$ cat src/rtl/mem_pic_arb_if.sv
`default_nettype none
// ============================================================================
// Module     : mem_pic_arb_if
// Description: Bundle of the two request/response ports of the mem_pic read
//              arbiter together with the mem_pic address/read-data pair.
//              The master side is the requesters plus the memory model; the
//              slave side is the arbiter itself.
// Revision   : 1.0 - initial release
// ============================================================================
interface mem_pic_arb_if #(
    parameter int SIZE = 8
);
    // Port 0: CPU load path
    logic            req0_valid;
    logic [SIZE-1:0] req0_addr;
    logic            req0_ready;
    logic            rsp0_valid;
    logic [SIZE-1:0] rsp0_data;

    // Port 1: picture streamer
    logic            req1_valid;
    logic [SIZE-1:0] req1_addr;
    logic            req1_ready;
    logic            rsp1_valid;
    logic [SIZE-1:0] rsp1_data;

    // Shared synchronous read port of mem_pic
    logic [SIZE-1:0] mem_address;
    logic [SIZE-1:0] mem_read;

    modport master (
        output req0_valid, req0_addr,
        input  req0_ready, rsp0_valid, rsp0_data,
        output req1_valid, req1_addr,
        input  req1_ready, rsp1_valid, rsp1_data,
        input  mem_address,
        output mem_read
    );

    modport slave (
        input  req0_valid, req0_addr,
        output req0_ready, rsp0_valid, rsp0_data,
        input  req1_valid, req1_addr,
        output req1_ready, rsp1_valid, rsp1_data,
        output mem_address,
        input  mem_read
    );
endinterface
`default_nettype wire

$ cat src/rtl/mem_pic_arb.sv
`default_nettype none
// ============================================================================
// Module     : mem_pic_arb
// Description: Two-port read arbiter in front of the single synchronous read
//              port of mem_pic. Port 0 is the CPU load path, port 1 the
//              picture streamer. One request is accepted per cycle; read data
//              returns three edges after acceptance, strictly in order.
//              Optional macro MEM_PIC_ARB_RR_EN selects round-robin
//              arbitration; otherwise port 0 has fixed priority with a
//              starvation override for port 1 after STARVE_MAX denials.
// Revision   : 1.0 - initial release
// ============================================================================
module mem_pic_arb #(
    parameter int SIZE       = 8,
    parameter int STARVE_MAX = 4
) (
    input  wire logic     clk,
    input  wire logic     reset,
    mem_pic_arb_if.slave  bus
);

    logic            w_grant0;
    logic            w_grant1;
    logic            w_any_grant;
    logic [SIZE-1:0] w_win_addr;

    logic [SIZE-1:0] r_mem_address;
    logic            r_tag_a_valid;
    logic            r_tag_a_port;
    logic            r_tag_b_valid;
    logic            r_tag_b_port;
    logic            r_rsp0_valid;
    logic            r_rsp1_valid;
    logic [SIZE-1:0] r_rsp0_data;
    logic [SIZE-1:0] r_rsp1_data;

`ifdef MEM_PIC_ARB_RR_EN
    // Port granted most recently; on contention the other port wins.
    logic r_last_grant;

    // Round-robin grant selection; nothing is granted while reset is held.
    always_comb begin
        w_grant0 = 1'b0;
        w_grant1 = 1'b0;
        if (!reset) begin
            if (bus.req0_valid && bus.req1_valid) begin
                w_grant0 = r_last_grant;
                w_grant1 = !r_last_grant;
            end else begin
                w_grant0 = bus.req0_valid;
                w_grant1 = bus.req1_valid;
            end
        end
    end

    // Remember the winner of every grant.
    always_ff @(posedge clk or posedge reset) begin
        if (reset) begin
            r_last_grant <= 1'b1;
        end else if (w_grant0) begin
            r_last_grant <= 1'b0;
        end else if (w_grant1) begin
            r_last_grant <= 1'b1;
        end
    end
`else
    localparam int              CNT_W      = 4;
    localparam logic [CNT_W-1:0] STARVE_LIM = CNT_W'(STARVE_MAX);

    logic [CNT_W-1:0] r_starve_cnt;
    logic             w_force1;

    // Fixed priority to port 0 unless port 1 has been denied STARVE_MAX times.
    always_comb begin
        w_force1 = bus.req1_valid && (r_starve_cnt == STARVE_LIM);
        w_grant0 = 1'b0;
        w_grant1 = 1'b0;
        if (!reset) begin
            w_grant1 = bus.req1_valid && (!bus.req0_valid || w_force1);
            w_grant0 = bus.req0_valid && !w_grant1;
        end
    end

    // Count consecutive port 1 denials, saturating at the override threshold.
    always_ff @(posedge clk or posedge reset) begin
        if (reset) begin
            r_starve_cnt <= '0;
        end else if (!bus.req1_valid || w_grant1) begin
            r_starve_cnt <= '0;
        end else if (r_starve_cnt != STARVE_LIM) begin
            r_starve_cnt <= r_starve_cnt + 1'b1;
        end
    end
`endif

    assign w_any_grant = w_grant0 || w_grant1;
    assign w_win_addr  = w_grant1 ? bus.req1_addr : bus.req0_addr;

    // Address register and two-stage tag pipe aligned with the memory latency.
    always_ff @(posedge clk or posedge reset) begin
        if (reset) begin
            r_mem_address <= '0;
            r_tag_a_valid <= 1'b0;
            r_tag_a_port  <= 1'b0;
            r_tag_b_valid <= 1'b0;
            r_tag_b_port  <= 1'b0;
        end else begin
            if (w_any_grant) begin
                r_mem_address <= w_win_addr;
            end
            r_tag_a_valid <= w_any_grant;
            r_tag_a_port  <= w_grant1;
            r_tag_b_valid <= r_tag_a_valid;
            r_tag_b_port  <= r_tag_a_port;
        end
    end

    // Steer returning memory data to the port named by the oldest tag.
    always_ff @(posedge clk or posedge reset) begin
        if (reset) begin
            r_rsp0_valid <= 1'b0;
            r_rsp1_valid <= 1'b0;
            r_rsp0_data  <= '0;
            r_rsp1_data  <= '0;
        end else begin
            r_rsp0_valid <= r_tag_b_valid && !r_tag_b_port;
            r_rsp1_valid <= r_tag_b_valid &&  r_tag_b_port;
            if (r_tag_b_valid && !r_tag_b_port) begin
                r_rsp0_data <= bus.mem_read;
            end
            if (r_tag_b_valid && r_tag_b_port) begin
                r_rsp1_data <= bus.mem_read;
            end
        end
    end

    assign bus.req0_ready  = w_grant0;
    assign bus.req1_ready  = w_grant1;
    assign bus.mem_address = r_mem_address;
    assign bus.rsp0_valid  = r_rsp0_valid;
    assign bus.rsp0_data   = r_rsp0_data;
    assign bus.rsp1_valid  = r_rsp1_valid;
    assign bus.rsp1_data   = r_rsp1_data;

endmodule
`default_nettype wire

$ cat src/flat_wrapper.sv
// flat-port wrapper written by rule: the top's interface ports become plain ports
module mem_pic_arb_flat 
#(
    parameter int SIZE       = 8,
    parameter int STARVE_MAX = 4
)
  (clk, reset, bus_req0_valid, bus_req0_addr, bus_req0_ready, bus_rsp0_valid, bus_rsp0_data, bus_req1_valid, bus_req1_addr, bus_req1_ready, bus_rsp1_valid, bus_rsp1_data, bus_mem_address, bus_mem_read);
  mem_pic_arb_if #(.SIZE(SIZE)) bus_i ();
  input  wire logic clk;
  input  wire logic reset;
  input wire logic [$bits(bus_i.req0_valid)-1:0] bus_req0_valid;
  input wire logic [$bits(bus_i.req0_addr)-1:0] bus_req0_addr;
  output wire logic [$bits(bus_i.req0_ready)-1:0] bus_req0_ready;
  output wire logic [$bits(bus_i.rsp0_valid)-1:0] bus_rsp0_valid;
  output wire logic [$bits(bus_i.rsp0_data)-1:0] bus_rsp0_data;
  input wire logic [$bits(bus_i.req1_valid)-1:0] bus_req1_valid;
  input wire logic [$bits(bus_i.req1_addr)-1:0] bus_req1_addr;
  output wire logic [$bits(bus_i.req1_ready)-1:0] bus_req1_ready;
  output wire logic [$bits(bus_i.rsp1_valid)-1:0] bus_rsp1_valid;
  output wire logic [$bits(bus_i.rsp1_data)-1:0] bus_rsp1_data;
  output wire logic [$bits(bus_i.mem_address)-1:0] bus_mem_address;
  input wire logic [$bits(bus_i.mem_read)-1:0] bus_mem_read;
  assign bus_i.req0_valid = bus_req0_valid;
  assign bus_i.req0_addr = bus_req0_addr;
  assign bus_req0_ready = bus_i.req0_ready;
  assign bus_rsp0_valid = bus_i.rsp0_valid;
  assign bus_rsp0_data = bus_i.rsp0_data;
  assign bus_i.req1_valid = bus_req1_valid;
  assign bus_i.req1_addr = bus_req1_addr;
  assign bus_req1_ready = bus_i.req1_ready;
  assign bus_rsp1_valid = bus_i.rsp1_valid;
  assign bus_rsp1_data = bus_i.rsp1_data;
  assign bus_mem_address = bus_i.mem_address;
  assign bus_i.mem_read = bus_mem_read;
  mem_pic_arb #(.SIZE(SIZE), .STARVE_MAX(STARVE_MAX)) u_core (.clk(clk), .reset(reset), .bus(bus_i));
endmodule
$ cat config.mk
export PLATFORM = sky130hd
export DESIGN_NAME = mem_pic_arb_flat
export DESIGN_NICKNAME = d
export VERILOG_FILES = /design/src/rtl/mem_pic_arb_if.sv /design/src/rtl/mem_pic_arb.sv /design/src/flat_wrapper.sv
export SDC_FILE = /design/constraint.sdc
export NUM_CORES = 1
export LEC_CHECK = 0
export CORE_MARGIN = 3
export CORE_UTILIZATION = 45
export CTS_BUF_LIST = sky130_fd_sc_hd__clkbuf_4 sky130_fd_sc_hd__clkbuf_8
export CTS_CLUSTER_SIZE = 24
export DETAILED_ROUTE_END_ITERATION = 6
export PLACE_DENSITY = 0.8
export SYNTH_ARGS = -nofsm -noshare
export SYNTH_HDL_FRONTEND = slang
export SYNTH_SLANG_ARGS = --single-unit
$ cat constraint.sdc
create_clock -name clk -period 2 [get_ports clk]
set_input_delay 0.4 -clock clk [delete_from_list [all_inputs] [get_ports clk]]
set_output_delay 0.4 -clock clk [all_outputs]
set_load 0.05 [all_outputs]
; ---- Word-level counts from Yosys, hierarchy flattened
; Index checks and enable logic that the tools add are counted.
[op_classes]
n_addsub = 1
n_eq_ne = 2
mux = 5
reduce_logical = 13
[op_table]
columns = cell, n
row1 = $mux W4, 2
row2 = $mux W8, 1
row3 = $logic_and A1 B1 Y1, 5
row4 = $add A4 B1 Y4 const B, 1
row5 = $eq A4 B3 Y1 const B, 1
row6 = $logic_not A1 Y1, 4
row7 = $ne A4 B3 Y1 const B, 1
row8 = $logic_or A1 B1 Y1, 3
row9 = $mux W1, 2
row10 = $reduce_bool A2 Y1, 1
[totals]
inputBits = 28
out_inout_bits = 28
regBits = 34
word_cells = 31

; ---- Depth between registers and ports, before layout
[depth]
ltp_word = 8
mapped_depth = 7
depth_no_buf = 6

; ---- Worst setup path after synthesis
; OpenSTA, ideal clock, no wires.
[synth_timing]
path_kind = register to output
start = reg u_core.r_starve_cnt[0]
end = out bus_req1_ready
path_stages_with_launch = 7
setup_slack_ps = -1
arrival_ps = 1601
cell_sequence = dfrtp_1 inv_1 ha_1 nand3b_4 a211o_1 buf_6 inv_1
[synth_via]
elab_chain_len = 5
[synth_lines]
columns = item, line
row1 = "start, declared", mem_pic_arb.sv:70  ; logic [CNT_W-1:0] r_starve_cnt;
row2 = "start signal, assigned", mem_pic_arb.sv:91  ; r_starve_cnt <= r_starve_cnt + 1'b1;
row3 = $eq A4 B3 Y1, mem_pic_arb.sv:75  ; w_force1 = bus.req1_valid && (r_starve_cnt == STARVE_LIM);
row4 = $logic_and A1 B1 Y1, mem_pic_arb.sv:75
row5 = $logic_or A1 B1 Y1, mem_pic_arb.sv:79  ; w_grant1 = bus.req1_valid && (!bus.req0_valid || w_force1);
row6 = $logic_and A1 B1 Y1, mem_pic_arb.sv:79
row7 = $mux W1, mem_pic_arb.sv:78  ; if (!reset) begin
row8 = "end, declared", flat_wrapper.sv:18  ; output wire logic [$bits(bus_i.req1_ready)-1:0] bus_req1_ready;
; Every way passes these cells.

; ---- Worst setup path after layout
; Same ends and word-level chain as after synthesis.

==> flow_metrics.env <==
export IMPL_pin_count=56
export IMPL_slew_headroom=0.659
export IMPL_register_area_um2=851
export IMPL_crit_type="flip-flop to primary output"
export IMPL_grt_pass1_vias=1076
export IMPL_grt_max_degree=35
export IMPL_synth_top_cell_area_share=0.593
export IMPL_multi_input_area_um2=558
export IMPL_syn_nets=125
export IMPL_worst_pin_slew_ns=0.511
export IMPL_numCtsBuffers=5
export IMPL_final_setup_viol_count=0
export IMPL_core_area_mm2=0.00290
export IMPL_netlist_area_mm2=0.00144
export IMPL_fmax_mhz=504
export IMPL_top_usage_layer="met2"
export IMPL_htree_levels=2
export IMPL_grtUsageTotal=0.164
export IMPL_finalNetCount=194
export IMPL_rsz0062_at_grt="true"
export IMPL_antenna_found_initial=0
export IMPL_timing_rr_end="u_core.bus.mem_address[2]"
export IMPL_fin_cells=207
export IMPL_hold_viol_final=0
export IMPL_cts_buffer_depth=2
export IMPL_worst_setup_path_end_kind="primary output"
export IMPL_synth_common_cells="dfrtp_1 (34), mux2_2 (24), mux2_4 (8), inv_1 (6)"
export IMPL_path_depth=6
export IMPL_antenna_left=0
export IMPL_drt_wl_total_mm=2.85
export IMPL_final_util=0.760
export IMPL_viasPerCell=4.77
export IMPL_critPathMaxFanout=2
export IMPL_seq_area_frac_synth=0.593
export IMPL_crit_family="flip-flops"
export IMPL_dpl_worst_slack_ns=0.0511
export IMPL_area_growth_syn_to_layout_pct=53.6
export IMPL_p_leak_nw=1.01
export IMPL_grt_pass1_wl_mm=5.00
export IMPL_grtUsageMet3=0.0827
export IMPL_slowest_stage="dfrtp_1"
export IMPL_fin_crit_sh=0.992
export IMPL_synth_distinct_cells=18
export IMPL_vias=987
export IMPL_clk_pin_slew_worst_paths_ns=0.09
export IMPL_die_x_um=62.5
export IMPL_gp_congestion=0.725
export IMPL_power_density_mw_per_mm2=1010
export IMPL_cp_data_required_time_ns=1.60
export IMPL_drt_pre_antenna_iters=4
export IMPL_period_minus_slack_ns=1.98
export IMPL_synth_edf_count=0
export IMPL_ys_seq_elements=34
export IMPL_critPathArrivalTime_ns=1.58
export IMPL_r2r_slack_ns=0.37
export IMPL_use_met2=0.256
export IMPL_antenna_cells=0
export IMPL_yosysWarningCount=0
export IMPL_syn_area_per_cell_um2=15.1
export IMPL_start_util=0.495
export IMPL_grt_overflow=0
export IMPL_ir_worst_vdd_mv=0.658
export IMPL_num_rows=19
export IMPL_drt_first_iter_violations=33
export IMPL_clk_insertion_delay_late_ns=0.33
export IMPL_worstRegToRegCells=6
export IMPL_cts_tree="built"
export IMPL_fin_area_mm2=0.00220
export IMPL_clock_sinks=34
export IMPL_cp_slowest_stage_delay_ns=0.41
export IMPL_grtUsageMet1=0.200
export IMPL_hpwlAfterDp_mm=2.10
export IMPL_slew_viol_final=0
export IMPL_die_area_mm2=0.00390
export IMPL_synthCells=95
export IMPL_ys_flop_type="dfrtp_1"
export IMPL_crit_end="bus_req1_ready"
export IMPL_fin_ws_ns=0.0152
export IMPL_synth_most_common_cell="dfrtp_1"
export IMPL_io_buffers=55
export IMPL_start_kind="flip-flop"
export IMPL_status="finished, final reports clean"
export IMPL_timing_hold_ws_ns=0.357
export IMPL_cts_root_buffer="clkbuf_4"
export IMPL_cp_startpoint="u_core.r_starve_cnt[0]"
export IMPL_async_reset_ff_frac=1.00
export IMPL_yosysTopAreaCell="dfrtp_1"
export IMPL_wl_per_cell_um=13.7
export IMPL_path_buf_inv=3
export IMPL_hold_path_class="flip-flop to flip-flop"
export IMPL_cts_hold_buf=0
export IMPL_placement_cell_area_mm2=0.00209
export IMPL_drv_cap=0
export IMPL_synth_area_leaders="dfrtp_1 (59%), mux2_2 (19%), mux2_4 (8.4%), ha_1 (1.7%), inv_1 (1.6%)"
export IMPL_placedCellCount=195
export IMPL_drcViolationCount=0
export IMPL_fin_skew_ns=0.00721
export IMPL_r2r_start="u_core.r_starve_cnt[0]"
export IMPL_num_fill_cells=215
export IMPL_worstPathCellList="inv_2 -> ha_4 -> nand3b_4 -> a211o_1 -> clkinvlp_4 -> buf_8"
export IMPL_layout_drive_gt1_share=0.358
export IMPL_die_h_um=62.5
-- where the power goes --
group	switching [mW]	leakage [nW]	total [mW]	internal, mW
Clock	0.218	0.0387	0.401	0.184
Sequential	0.0625	0.412	0.870	0.808
Combinational	0.555	0.556	0.960	0.404
-- per-stage QoR --
stage / total power, mW / setup TNS (ns)
2_1_floorplan: 1.48 / 0
3_3_place_gp: 1.80 / 0
3_5_place_dp: 1.82 / 0
4_1_cts: 2.25 / 0
5_1_grt: 2.34 / -0.0704
6_report: 2.23 / 0
-- sequential cells by signal (all words and copies together) (netlist names) --
signal / cells
u_core.bus.mem_address: 8
u_core.bus.rsp0_data: 8
u_core.bus.rsp1_data: 8
u_core.r_starve_cnt: 4
u_core.bus.rsp0_valid: 1
u_core.bus.rsp1_valid: 1
u_core.r_tag_a_port: 1
u_core.r_tag_a_valid: 1
u_core.r_tag_b_port: 1
u_core.r_tag_b_valid: 1
-- what timing repair did --
action | 4_1_cts | 5_1_grt
endpoints found under the setup margin | 2 | 2
buffers inserted | 4 | 0
resized for setup | 6 | 2
pin swaps | 2 | 0
-- cells by family after synthesis --
family	after synthesis	share of synthesized area
compound gates	2	0.0113
buf+inv	9	0.0305
mux	34	0.286
fa+ha+maj	2	0.0174
flops	34	0.593
xor+xnor	2	0.0122
simple gates	12	0.0497
-- how the worst min path moves through the flow --
stage	slack, ns	endpoint	from	cells past startpoint
floorplan	0.33	u_core.r_tag_b_port	u_core.r_tag_a_port	0
finish	0.36	u_core.r_tag_b_valid	u_core.r_tag_a_valid	0
detailed placement	0.34	u_core.r_tag_b_valid	u_core.r_tag_a_valid	0
CTS	0.36	u_core.r_tag_b_valid	u_core.r_tag_a_valid	0
global route	0.35	u_core.r_tag_b_valid	u_core.r_tag_a_valid	0
global placement	0.33	u_core.r_tag_b_port	u_core.r_tag_a_port	0
-- metal layers --
metal	vias up	wire (um)
met5	-	0
met4	0	36
li1	463	-
met3	5	267
met2	50	1360
met1	469	1190
-- cell type report --
cell class / count / area share
Clock buffer: 7 / 0.0267
Multi-Input combinational cell: 52 / 0.253
Sequential cell: 34 / 0.386
Timing Repair Buffer: 65 / 0.296
Tap cell: 42 / 0.0238
Clock inverter: 1 / 0.00227
Inverter: 6 / 0.0119
-- cells in the final DEF (no fill, tap or decap) --
cell             netlist  routed
inv_1                  6       3
nor2_1                 3       1
ha_1                   2       1
clkbuf_4               0       6
mux2_4                 8       8
a211oi_1               1       1
clkbuf_8               0       1
inv_2                  0       2
clkinv_2               0       1
nand2b_1               1       1
mux2i_1                2       2
nor3_1                 3       3
nor2_2                 0       2
a211o_1                1       1
clkinvlp_4             0       1
nand2_1                2       2
nand3_1                1       1
buf_4                  0       9
nor2b_1                1       1
xnor2_1                2       2
mux2_2                24      24
clkdlybuf4s50_1        0      53
buf_8                  0       1
ha_4                   0       1
dfrtp_1               34      34
nand3b_4               1       1
buf_12                 0       2
(Power assumes the default switching activity.)
